===== src/rtl/pipelined_reduction_tree.sv =====
// pipelined_reduction_tree
//   Three-stage pipelined multi-operand adder. It sums NUM_OPS unsigned W-bit
//   operands with a carry-save tree followed by a carry-propagate add. Each
//   transaction can optionally approximate the low APPROX_BITS columns.
//
// Ports
//   clk        rising-edge clock
//   rst_n      synchronous reset, active low
//   in_valid   operand set valid
//   in_ready   operand set accepted this cycle (combinational)
//   in_data    operand i at in_data[i*W +: W]
//   approx_en  per-transaction approximate mode, sampled with in_data
//   out_valid  result valid
//   out_ready  downstream accepts result
//   out_data   reduction result, OUT_W bits
module pipelined_reduction_tree #(
  parameter int NUM_OPS     = 8,
  parameter int W           = 16,
  parameter int APPROX_BITS = 4,
  parameter int OUT_W       = W + $clog2(NUM_OPS)
) (
  input  logic                 clk,
  input  logic                 rst_n,
  input  logic                 in_valid,
  output logic                 in_ready,
  input  logic [NUM_OPS*W-1:0] in_data,
  input  logic                 approx_en,
  output logic                 out_valid,
  input  logic                 out_ready,
  output logic [OUT_W-1:0]     out_data
);

  // The tree gets one extra row. It carries the OR of the low columns in
  // approximate mode and is zero in exact mode.
  localparam int NR = NUM_OPS + 1;
  localparam logic [W-1:0] LOW_MASK = {W{1'b1}} >> (W - APPROX_BITS);

  // Pipeline registers
  logic                 s1_valid_q, s1_valid_d;
  logic [NUM_OPS*W-1:0] s1_data_q;
  logic                 s1_approx_q;
  logic                 s2_valid_q, s2_valid_d;
  logic [OUT_W-1:0]     s2_sum_q, s2_carry_q;
  logic                 out_valid_q, out_valid_d;
  logic [OUT_W-1:0]     out_data_q;

  // Stage advance enables. An empty stage always advances, so bubbles collapse
  // even while the output is stalled.
  logic s1_adv, s2_adv, s3_adv;

  always_comb begin
    s3_adv      = !out_valid_q || out_ready;
    s2_adv      = !s2_valid_q || s3_adv;
    s1_adv      = !s1_valid_q || s2_adv;
    s1_valid_d  = s1_adv ? in_valid   : s1_valid_q;
    s2_valid_d  = s2_adv ? s1_valid_q : s2_valid_q;
    out_valid_d = s3_adv ? s2_valid_q : out_valid_q;
  end

  assign in_ready  = s1_adv;
  assign out_valid = out_valid_q;
  assign out_data  = out_data_q;

  // Row preparation. In approximate mode the operands lose their low columns.
  // The OR of those columns becomes one extra row. That row and the cleared
  // operands share no set bits in the low columns, so adding them makes no
  // carry into column APPROX_BITS. The result is an exact OR below and an
  // exact shifted sum above.
  logic [W-1:0]     op_w     [NUM_OPS];
  logic [OUT_W-1:0] row_init [NR];
  logic [W-1:0]     or_low;

  genvar gi;
  generate
    for (gi = 0; gi < NUM_OPS; gi++) begin : g_rows
      assign op_w[gi]     = s1_data_q[gi*W +: W];
      assign row_init[gi] = OUT_W'(s1_approx_q ? (op_w[gi] & ~LOW_MASK) : op_w[gi]);
    end
  endgenerate

  always_comb begin
    or_low = '0;
    for (int i = 0; i < NUM_OPS; i++) begin
      or_low = or_low | (op_w[i] & LOW_MASK);
    end
  end

  assign row_init[NUM_OPS] = s1_approx_q ? OUT_W'(or_low) : '0;

  // Carry-save tree. Each level groups the rows in threes and compresses each
  // group 3:2. Rows left over from grouping pass through unchanged. The tree
  // stops once two rows remain. Every intermediate carry row is bounded by the
  // final total, which fits in OUT_W, so the <<1 never drops a set bit.
  logic [OUT_W-1:0] tree_sum, tree_carry;

  always_comb begin : csa_tree
    logic [OUT_W-1:0] cur [NR];
    logic [OUT_W-1:0] nxt [NR];
    int n;
    int g;
    n = NR;
    g = 0;
    for (int j = 0; j < NR; j++) begin
      cur[j] = row_init[j];
      nxt[j] = '0;
    end
    for (int lv = 0; lv < NR; lv++) begin
      if (n > 2) begin
        g = n / 3;
        for (int j = 0; j < NR; j++) begin
          nxt[j] = '0;
        end
        for (int k = 0; k < NR / 3; k++) begin
          if (k < g) begin
            nxt[2*k]   = cur[3*k] ^ cur[3*k+1] ^ cur[3*k+2];
            nxt[2*k+1] = ((cur[3*k] & cur[3*k+1]) | (cur[3*k] & cur[3*k+2]) |
                          (cur[3*k+1] & cur[3*k+2])) << 1;
          end
        end
        // Leftover rows land right after the 2*g compressed rows.
        for (int k = 0; k < NR; k++) begin
          if (k >= 3 * g && k < n) begin
            nxt[k-g] = cur[k];
          end
        end
        for (int j = 0; j < NR; j++) begin
          cur[j] = nxt[j];
        end
        n = n - g;
      end
    end
    tree_sum   = cur[0];
    tree_carry = cur[1];
  end

  always_ff @(posedge clk) begin
    if (!rst_n) begin
      s1_valid_q  <= 1'b0;
      s1_data_q   <= '0;
      s1_approx_q <= 1'b0;
      s2_valid_q  <= 1'b0;
      s2_sum_q    <= '0;
      s2_carry_q  <= '0;
      out_valid_q <= 1'b0;
      out_data_q  <= '0;
    end else begin
      s1_valid_q  <= s1_valid_d;
      s2_valid_q  <= s2_valid_d;
      out_valid_q <= out_valid_d;
      if (s1_adv && in_valid) begin
        s1_data_q   <= in_data;
        s1_approx_q <= approx_en;
      end
      if (s2_adv && s1_valid_q) begin
        s2_sum_q   <= tree_sum;
        s2_carry_q <= tree_carry;
      end
      if (s3_adv && s2_valid_q) begin
        out_data_q <= s2_sum_q + s2_carry_q;
      end
    end
  end

endmodule

===== config.mk =====
export PLATFORM = sky130hd
export DESIGN_NAME = pipelined_reduction_tree
export DESIGN_NICKNAME = d
export VERILOG_FILES = /design/src/rtl/pipelined_reduction_tree.sv
export SDC_FILE = /design/constraint.sdc
export NUM_CORES = 1
export LEC_CHECK = 0
export BUFFER_PORTS_ARGS = -buffer_cell sky130_fd_sc_hd__buf_2
export CAP_MARGIN = 20
export CELL_PAD_IN_SITES_DETAIL_PLACEMENT = 1
export CELL_PAD_IN_SITES_GLOBAL_PLACEMENT = 1
export CORE_MARGIN = 3
export CORE_UTILIZATION = 45
export CTS_BUF_LIST = sky130_fd_sc_hd__clkbuf_4
export CTS_CLUSTER_SIZE = 14
export DETAILED_ROUTE_END_ITERATION = 12
export PLACE_DENSITY = 0.8
export SLEW_MARGIN = 0
export SYNTH_ARGS = -nofsm -noshare
export SYNTH_HDL_FRONTEND = slang
export SYNTH_SLANG_ARGS = --single-unit

===== constraint.sdc =====
create_clock -name clk -period 5.9 [get_ports clk]
set_clock_uncertainty 0.1 [all_clocks]
set_input_delay 0.295 -clock clk [delete_from_list [all_inputs] [get_ports clk]]
set_output_delay 0.295 -clock clk [all_outputs]
set_load 0.005 [all_outputs]

Yosys cells after proc, flatten, opt, wreduce, memory -nomap -nowiden
Cells that the tools add are included.
{"block": "totals", "output_inout_bits": 21, "input_bits": 133, "wordCells": 83, "reg_bits": 188}
{"block": "op_classes", "bitwise_logic": 56, "muxes": 9, "add_sub_neg": 1, "reduce_logical": 9}
{"operator": "$and 16x16->16", "count": 8}
{"operator": "$or 16x16->16", "count": 6}
{"operator": "$xor 16x16->16", "count": 5}
{"operator": "$xor 19x19->19", "count": 3}
{"operator": "$and 18x18->18", "count": 3}
{"operator": "$or 18x18->18", "count": 3}
{"operator": "$or 17x17->17", "count": 3}
{"operator": "$mux 4", "count": 9}
{"operator": "$and 16x17->17", "count": 2}
{"operator": "$and 17x16->17", "count": 2}
{"operator": "$and 17x17->17", "count": 2}
{"operator": "$xor 17x16->17", "count": 2}
{"operator": "$and 16x4->16", "count": 2}
{"operator": "$or 4x4->4", "count": 7}
{"operator": "$add 19x19->19", "count": 1}
{"operator": "$xor 19x17->19", "count": 1}
{"operator": "$and 17x18->18", "count": 1}
{"operator": "$and 18x17->18", "count": 1}
{"operator": "$or 18x17->18", "count": 1}
{"operator": "$or 17x16->17", "count": 1}
{"operator": "$xor 16x17->17", "count": 1}
{"operator": "$xor 17x17->17", "count": 1}
{"operator": "$xor 16x4->16", "count": 1}
{"operator": "$logic_and 1x1->1", "count": 3}
{"operator": "other kinds (2)", "count": 6}

Depth between registers and ports, before layout
Gate-level depths: netlist of the first run.
{"block": "logic_depth", "depth_word": 18, "ltp_mapped": 11, "mapped_depth_nobuf": 10}

Least setup slack after synthesis of the first run
OpenSTA, ideal clock, no wires.
{"block": "synth_timing", "kind": "register to register", "startpoint": "register s1_approx_q", "endpoint": "register s2_sum_q[3]", "setup_slack_ns": 2.658, "n_path_buf": 1, "setup_ns": 0.070, "path_stages_with_launch": 11, "required_time_ns": 5.730, "synth_period_minus_slack_ns": 3.242, "arrival_time_ns": 3.071, "path_cell_list": "dfxtp_1 -> clkbuf_1 -> a21boi_0 -> fa_1 -> inv_1 -> fa_1 -> fa_1 -> inv_1 -> fa_1 -> nand2_1 -> a21oi_1"}
{"element": "start: declaration", "line": "41", "text": "logic s1_approx_q;"}
{"element": "start signal: assignment", "line": "152", "text": "s1_approx_q <= approx_en;"}
{"element": "end signal: assignment", "line": "155", "text": "s2_sum_q <= tree_sum;"}
{"element": "end: declaration", "line": "43", "text": "logic [OUT_W-1:0] s2_sum_q, s2_carry_q;"}

==> results.md, run 1 <==
* CP endpoint: s2_sum_q[2]
* Syn nets at 1442
* Synthesis-to-finish area growth at 25.2%
* R2R Setup Slk at 2.51 ns
* Reg2reg end: s2_sum_q[2]
* Critical path's most frequent cell: fa_1
* R2R cell count at 9
* Clock Latency Late Sink at 0.61 ns
* Die X at 156 um
* Total power at 2.93 mW
* Max cap viols at 0
* DR WL/cell at 18.5 um
* Fmax achieved at 0.295 GHz
* First-pass GRT wire length at 50.1 mm
* Synth top area cells: dfxtp_1 37%, fa_1 19%, nand2_1 13%
* Vias per std cell at 5.17
* CTS Buffer Depth at 2
* Iter 0 DRT Violations at 384
* Clock transition at the registers of the reported paths at 0.17 ns
* Leakage at 5.68 nW
* TritonCTS clock tree: yes
* CTS H-tree depth at 4
* Final Max Slew Viols at 0
* Synth top area share at 36.9%
* CP startpoint kind: flop
* Crit path DAT at 3.76 ns
* Top Family by Delay on Critical Path: adder cells
* Routed Antenna Nets at 0
* Asr flop ratio synth at 0%
* R2R Path Start: s1_data_q[33]
* Outcome: finished, final reports clean
* Clock Sinks at 186
* Sum of buffers and inverters on the critical path at 1
* Post-layout min period at 3.39 ns
* Synth Flop Type: dfxtp_1
* Final worst path period share at 57.4%
* Final Hold Fails at 0
* Setup TNS at 0 ns
* Yosys warns at 0
* RSZ-0062 raised after global routing: false
* Post-synthesis cell area at 0.0101 mm2
* Synth area leader: dfxtp_1
* CP max stage cell: or4_1
* Crit path cell chain: or4_1 -> o21ai_0 -> fa_1 -> fa_1 -> fa_1 -> inv_1 -> fa_1 -> nand2_1 -> a21oi_1
* Core area at 0.0220 mm2
* Critical path peak fanout at 3
* DRC violations left at 0
* Initial antenna violation count at 4
* Post-CTS Setup Inserts at 0
* IO Port Bufs at 153
* Die H at 156 um
* Core Rows at 54
* Layout cells sized above 1 at 14.6%
* Worst VDD drop at 138 uV
* Final global-route overflow total at 0
* CTS Buf Count at 17
* Power Dens Cells at 231 mW/mm2
* Slew headroom at 38.8%
* Yosys reg bits at 186
* DP HPWL at 19.8 mm
* Starting Density at 46.0%
* Worst path depth at 9
* Setup crit start: s1_data_q[33]
* Final nets at 1690
* Hold path startpoint: out_ready
* CP max stage delay at 0.52 ns
* Clk root buf: clkbuf_4
* Final setup fails at 0
* Setup Crit Path Kind: flop to flop
* Post-Route WL at 31.9 mm
* EDFF count, synth at 0
* Worst Tran Pin Value at 0.918 ns
* Required time worst endpoint at 6.27 ns
* Syn_area_per_cell at 8.57 um2
* HP Class: input pin to flop
* Vias at 8913
* Post-synthesis cell type count at 49
* GRT Overall Usage at 26.6%
* Die Area at 0.0243 mm2
* Mapped Cells at 1178
* Seq/Total Area, Yosys at 36.9%
* Vias in the first global route at 9870
* Largest net degree at the start of global routing at 111
* GP Congestion at 0.788
* I/O pins at 154
* CP endpoint kind: flop
* Router iterations before antenna repair at 6
through the flow:
| step | cell area (um2) | worst slack [ns] | std cells | hold WS [ns] | util (%) |
|---|---|---|---|---|---|
| after CTS | 12600 | 2.01 | 1717 | 0.0634 | 57.3 |
| after detailed placement | 11000 | 2.05 | 1554 | 0.349 | 50.0 |
| after global placement | 11000 | 2.22 | 1554 | 0.341 | 50.0 |
| after global routing | 12600 | 2.27 | 1723 | 0.0777 | 57.6 |
| after floorplan | 10100 | 2.66 | 1178 | 0.331 | - |
| final | 12600 | 2.51 | 1723 | 0.0973 | 57.6 |
worst min-delay path: cells and delay by family:
family	cells	cell delay, ns
simple gates	3	0.40
buf+inv	1	0.07
report_power, final:
| group | switching [mW] | internal [mW] | total [mW] |
|---|---|---|---|
| sequential | 0.0620 | 1.34 | 1.40 |
| clock | 0.520 | 0.192 | 0.712 |
| combinational | 0.458 | 0.354 | 0.812 |
| total | 1.04 | 1.89 | 2.93 |
placed cells by master, fill, tap and decap left out, types with 3 or more instances in the layout:
cell type / instances
nand3_1: 12
nor3_1: 3
nand4_1: 4
dlygate4sd3_1: 131
inv_8: 5
a21oi_1: 189
nor2b_1: 28
clkbuf_4: 17
nor2_1: 14
o211ai_1: 4
o21ai_0: 5
a21oi_2: 5
a21o_1: 9
nand2_1: 353
ha_1: 33
a21boi_0: 3
clkinv_4: 3
dfxtp_1: 186
diode_2: 4
inv_1: 102
buf_2: 153
xnor2_1: 3
a31oi_1: 3
or3_1: 4
inv_6: 3
buf_4: 8
or4_1: 3
nand3b_1: 3
nand2b_1: 9
xor2_1: 3
nor4_1: 6
fa_1: 98
area by class of cell:
type	count	area, um2
Multi-Input combinational cell	824	5700
Clock inverter	15	150
Tap cell	280	350
Fill cell	2611	9320
Inverter	103	389
Sequential cell	186	3720
Clock buffer	17	128
Antenna cell	4	10.0
Timing Repair Buffer	294	2190
cells in the mapped netlist (all sizes together) (2+ instances only):
master and instances:
nor3b 2, xor2 3, fa 98, o211ai 4, dfxtp 186, and3 2
a21oi 194, and2 2, nand3 12, buf 37, nor2 14, a311o 2
a21boi 3, ha 33, o21a 2, a31oi 4, a21o 9, or4 3
xnor2 3, nand3b 3, o21ai 6, a211o 2, or3 4, inv 103
nand2 356, clkbuf 28, nand4 4, nand2b 10, nor3 3, nor4 6
mux2i 2, nor2b 28
metal layers:
layer	vias to the layer above	GRT usage (%)	part of all wire [%]	routed length [um]
met3	65	4.02	2.6	814
li1	4246	-	-	-
met1	4431	27.3	37	11800
met5	-	0	0	0
met2	171	53.7	57	18300
met4	0	9.50	3.3	1050
flip-flops by register name (all words and copies together) (netlist names):
name / cells
s1_data_q: 128
s2_carry_q: 17
s2_sum_q: 18
out_valid: 1
s1_valid_q: 1
out_data: 19
s2_valid_q: 1
s1_approx_q: 1
kinds of logic (layout without fill, tap and decap cells):
kind of cell / Yosys count / count (layout) / share of synthesized area (%)
simple gates: 451 / 451 / 18.9
compound gates: 234 / 234 / 13.1
flops: 186 / 186 / 36.9
buf+inv: 168 / 429 / 6.88
fa+ha+maj: 131 / 131 / 23.5
xor+xnor: 6 / 6 / 0.521
mux: 2 / 2 / 0.198
other cells: 0 / 4 / 0
what timing repair did:
item | in CTS | in global routing
resized for setup | 0 | 0
endpoints found under the hold margin | 135 | 0
hold buffers | 131 | 0
how the worst min path moves through the flow:
stage                    endpoint  slack [ns]  depth (start not counted)
finish                  out_valid         0.1                          4
global route            out_valid        0.08                          4
CTS                     out_valid        0.06                          4
detailed placement   out_data[10]        0.35                          2
global placement      out_data[7]        0.34                          2
floorplan           s1_data_q[15]        0.33                          2
(Power assumes the default switching activity.)
==> inputs of run 2 (changes only) <==
- CORE_UTILIZATION: 45 -> 40
- PLACE_DENSITY: 0.8 -> 0.75
- clock period: 5.9 -> 3.1 ns (I/O delays scaled with it)
==> results.md, run 2 (synthesized netlist as in run 1, its figures left out) <==
* Reg power frac at 47.2% (-0.7 points)
* Leakage at 5.85 nW (+2.8%)
* Critical path peak fanout at 2 (-1)
* Clock transition at the registers of the reported paths at 0.18 ns (about the same)
* Routed Antenna Nets at 0 (unchanged)
* Combinational Power Share at 28.6% (+0.9 points)
* Setup crit start: s1_data_q[33]
* Switching fraction of total power at 35.4% (-0.079 points)
* RSZ-0062 raised after global routing: true
* Max cap viols at 0 (unchanged)
* Vias at 8942 (+0.33%)
* Slew headroom at 52.6% (+14 points)
* Synthesis-to-finish area growth at 29.6%
* Largest net degree at the start of global routing at 126 (+14%)
* Post-Route WL at 31.5 mm (-1.3%)
* Cell-internal power at 3.65 mW (+94%)
* Hold path startpoint: rst_n
* CTS H-tree depth at 4 (unchanged)
* Total power at 5.66 mW (+93%)
* CP endpoint kind: flop
* Final nets at 1720 (+1.8%)
* Final Worst Setup Slack at -0.124 ns (-2.63 ns)
* Die X at 165 um (+5.8%)
* Clk root buf: clkbuf_4
* Iter 0 DRT Violations at 340 (-11%)
* DR WL/cell at 17.5 um (-5.2%)
* DRC violations left at 0 (unchanged)
* Max reg flops at 128 (unchanged)
* I/O pins at 154 (unchanged)
* Clock Sinks at 186 (unchanged)
* R2R Path Start: s1_data_q[33]
* CTS Buffer Depth at 2 (unchanged)
* Vias in the first global route at 10.1k (+2.8%)
* Power Dens Cells at 432 mW/mm2 (+87%)
* Crit path DAT at 3.58 ns (-0.18 ns)
* Final worst path period share at 104% (+47 points)
* Commonest non-fill, non-tap cell in the layout: nand2_1
* DP HPWL at 20.4 mm (+3.1%)
* Failing checks: setup timing
* Final Max Slew Viols at 0 (unchanged)
* Starting Density at 41.1% (-4.8 points)
* R2R Setup Slk at -0.12 ns (-2.63 ns)
* Setup Crit Path Kind: flop to flop
* Die H at 165 um (+5.8%)
* First-pass GRT wire length at 50.7 mm (+1.4%)
* Post-layout min period at 3.22 ns (-0.165 ns)
* R2R cell count at 9 (unchanged)
* Reg2reg end: s2_sum_q[2]
* CP startpoint kind: flop
* Layout cells sized above 1 at 18.0% (+3.4 points)
* IO Port Bufs at 153 (unchanged)
* CTS Buf Count at 17 (unchanged)
* Pre-CTS WS at -0.261 ns (-2.31 ns)
* Required time worst endpoint at 3.46 ns (-2.81 ns)
* Final Hold Fails at 0 (unchanged)
* Vias per std cell at 4.98 (-3.7%)
* Core Rows at 57 (+5.6%)
* Router iterations before antenna repair at 4 (-2)
* Initial antenna violation count at 2 (-2)
* Worst VDD drop at 233 uV (+68%)
* HP Class: input pin to flop
* GP Congestion at 0.801 (+1.6%)
* Die Area at 0.0272 mm2 (+12%)
* Non-Filler Instances at 1795 (+4.2%)
* Most frequent cells in the layout: 353 x nand2_1, 188 x a21oi_1, 173 x dfxtp_1, 153 x buf_2, 139 x dlygate4sd3_1
* GRT Overall Usage at 24.1% (-2.4 points)
* Core area at 0.0245 mm2 (+12%)
* Final setup fails at 3 (+3)
* Clock Latency Late Sink at 0.59 ns (-0.02 ns)
* Placed insts at 1618 (+4.1%)
* Most flops, register: s1_data_q
* Worst Tran Pin Value at 0.710 ns (-0.208 ns)
* Psw at 2.00 mW (+93%)
* Final global-route overflow total at 0 (unchanged)
* CP endpoint: s2_sum_q[2]
* Fmax achieved at 0.310 GHz (+5.1%)
* TritonCTS clock tree: yes
* Outcome: complete, but fails checks
* Clock share of power at 24.2% (about the same)
[run 2: cell types whose count changed in the layout (fill, tap and decap cells not counted), moves of 3 or more]
cell / delta
dfxtp_2: +12
nor4_1: -4
inv_2: +7
buf_12: +4
clkinv_8: +4
dlygate4sd3_1: +8
dfxtp_1: -13
nor4_4: +3
inv_8: -3
inv_1: -7
buf_4: +20
[run 2: worst max-delay path: stages, from the launching register on]
cell     delay (ns)
dfxtp_2        0.36
or4_4          0.54
o21ai_2        0.17
fa_1           0.46
fa_1           0.47
fa_2           0.35
inv_2          0.07
fa_2           0.43
nand2_1        0.08
a21oi_1        0.06
[run 2: worst min path at each step]
stage	endpoint	depth (start not counted)
6_report	out_data[4]	3
2_1_floorplan	s1_approx_q	2
3_5_place_dp	s1_data_q[123]	3
4_1_cts	out_data[15]	4
5_1_grt	out_data[15]	4
3_3_place_gp	s1_data_q[112]	3
[run 2: metal layers]
| metal | vias to the layer above | GRT usage [%] | wire (um) |
|---|---|---|---|
| met1 | 4404 | 25.0 | 11900 |
| li1 | 4307 | - | - |
| met5 | - | 0 | 0 |
| met3 | 67 | 3.46 | 730 |
| met2 | 164 | 48.2 | 17800 |
| met4 | 0 | 9.23 | 1120 |
[run 2: final cells by class]
class / count / area, um2
Fill cell: 2924 / 11500
Clock inverter: 15 / 176
Antenna cell: 2 / 5.00
Multi-Input combinational cell: 824 / 5790
Inverter: 103 / 389
Timing Repair Buffer: 324 / 2450
Tap cell: 324 / 405
Sequential cell: 186 / 3740
Clock buffer: 17 / 128
[run 2: metrics by stage]
step	util (%)	hold WS, ns	instance area [um2]	TNS, ns
after global routing	53.3	0.0487	13100	-0.764
after detailed placement	45.9	0.303	11200	-1.15
after CTS	53.1	0.0389	13000	-0.304
after floorplan	-	0.183	10100	0
after global placement	45.9	0.301	11200	-0.680
final	53.3	0.0709	13100	-0.287
[run 2: what timing repair did]
item | in CTS | in global routing
endpoints found under the hold margin | 137 | 0
resized for setup | 18 | 17
pin swaps | 17 | 12
setup endpoints to repair | 9 | 10
hold buffers | 139 | 0
buffers inserted | 4 | 0
[run 2: power by group through the flow]
stage / Combinational [mW] / Sequential, mW / Clock, mW
final: 1.62 / 2.67 / 1.37
after global routing: 1.86 / 2.69 / 1.52
after CTS: 1.61 / 2.66 / 1.42
after global placement: 1.39 / 2.70 / 0
after floorplan: 0.956 / 2.68 / 0
after detailed placement: 1.43 / 2.71 / 0
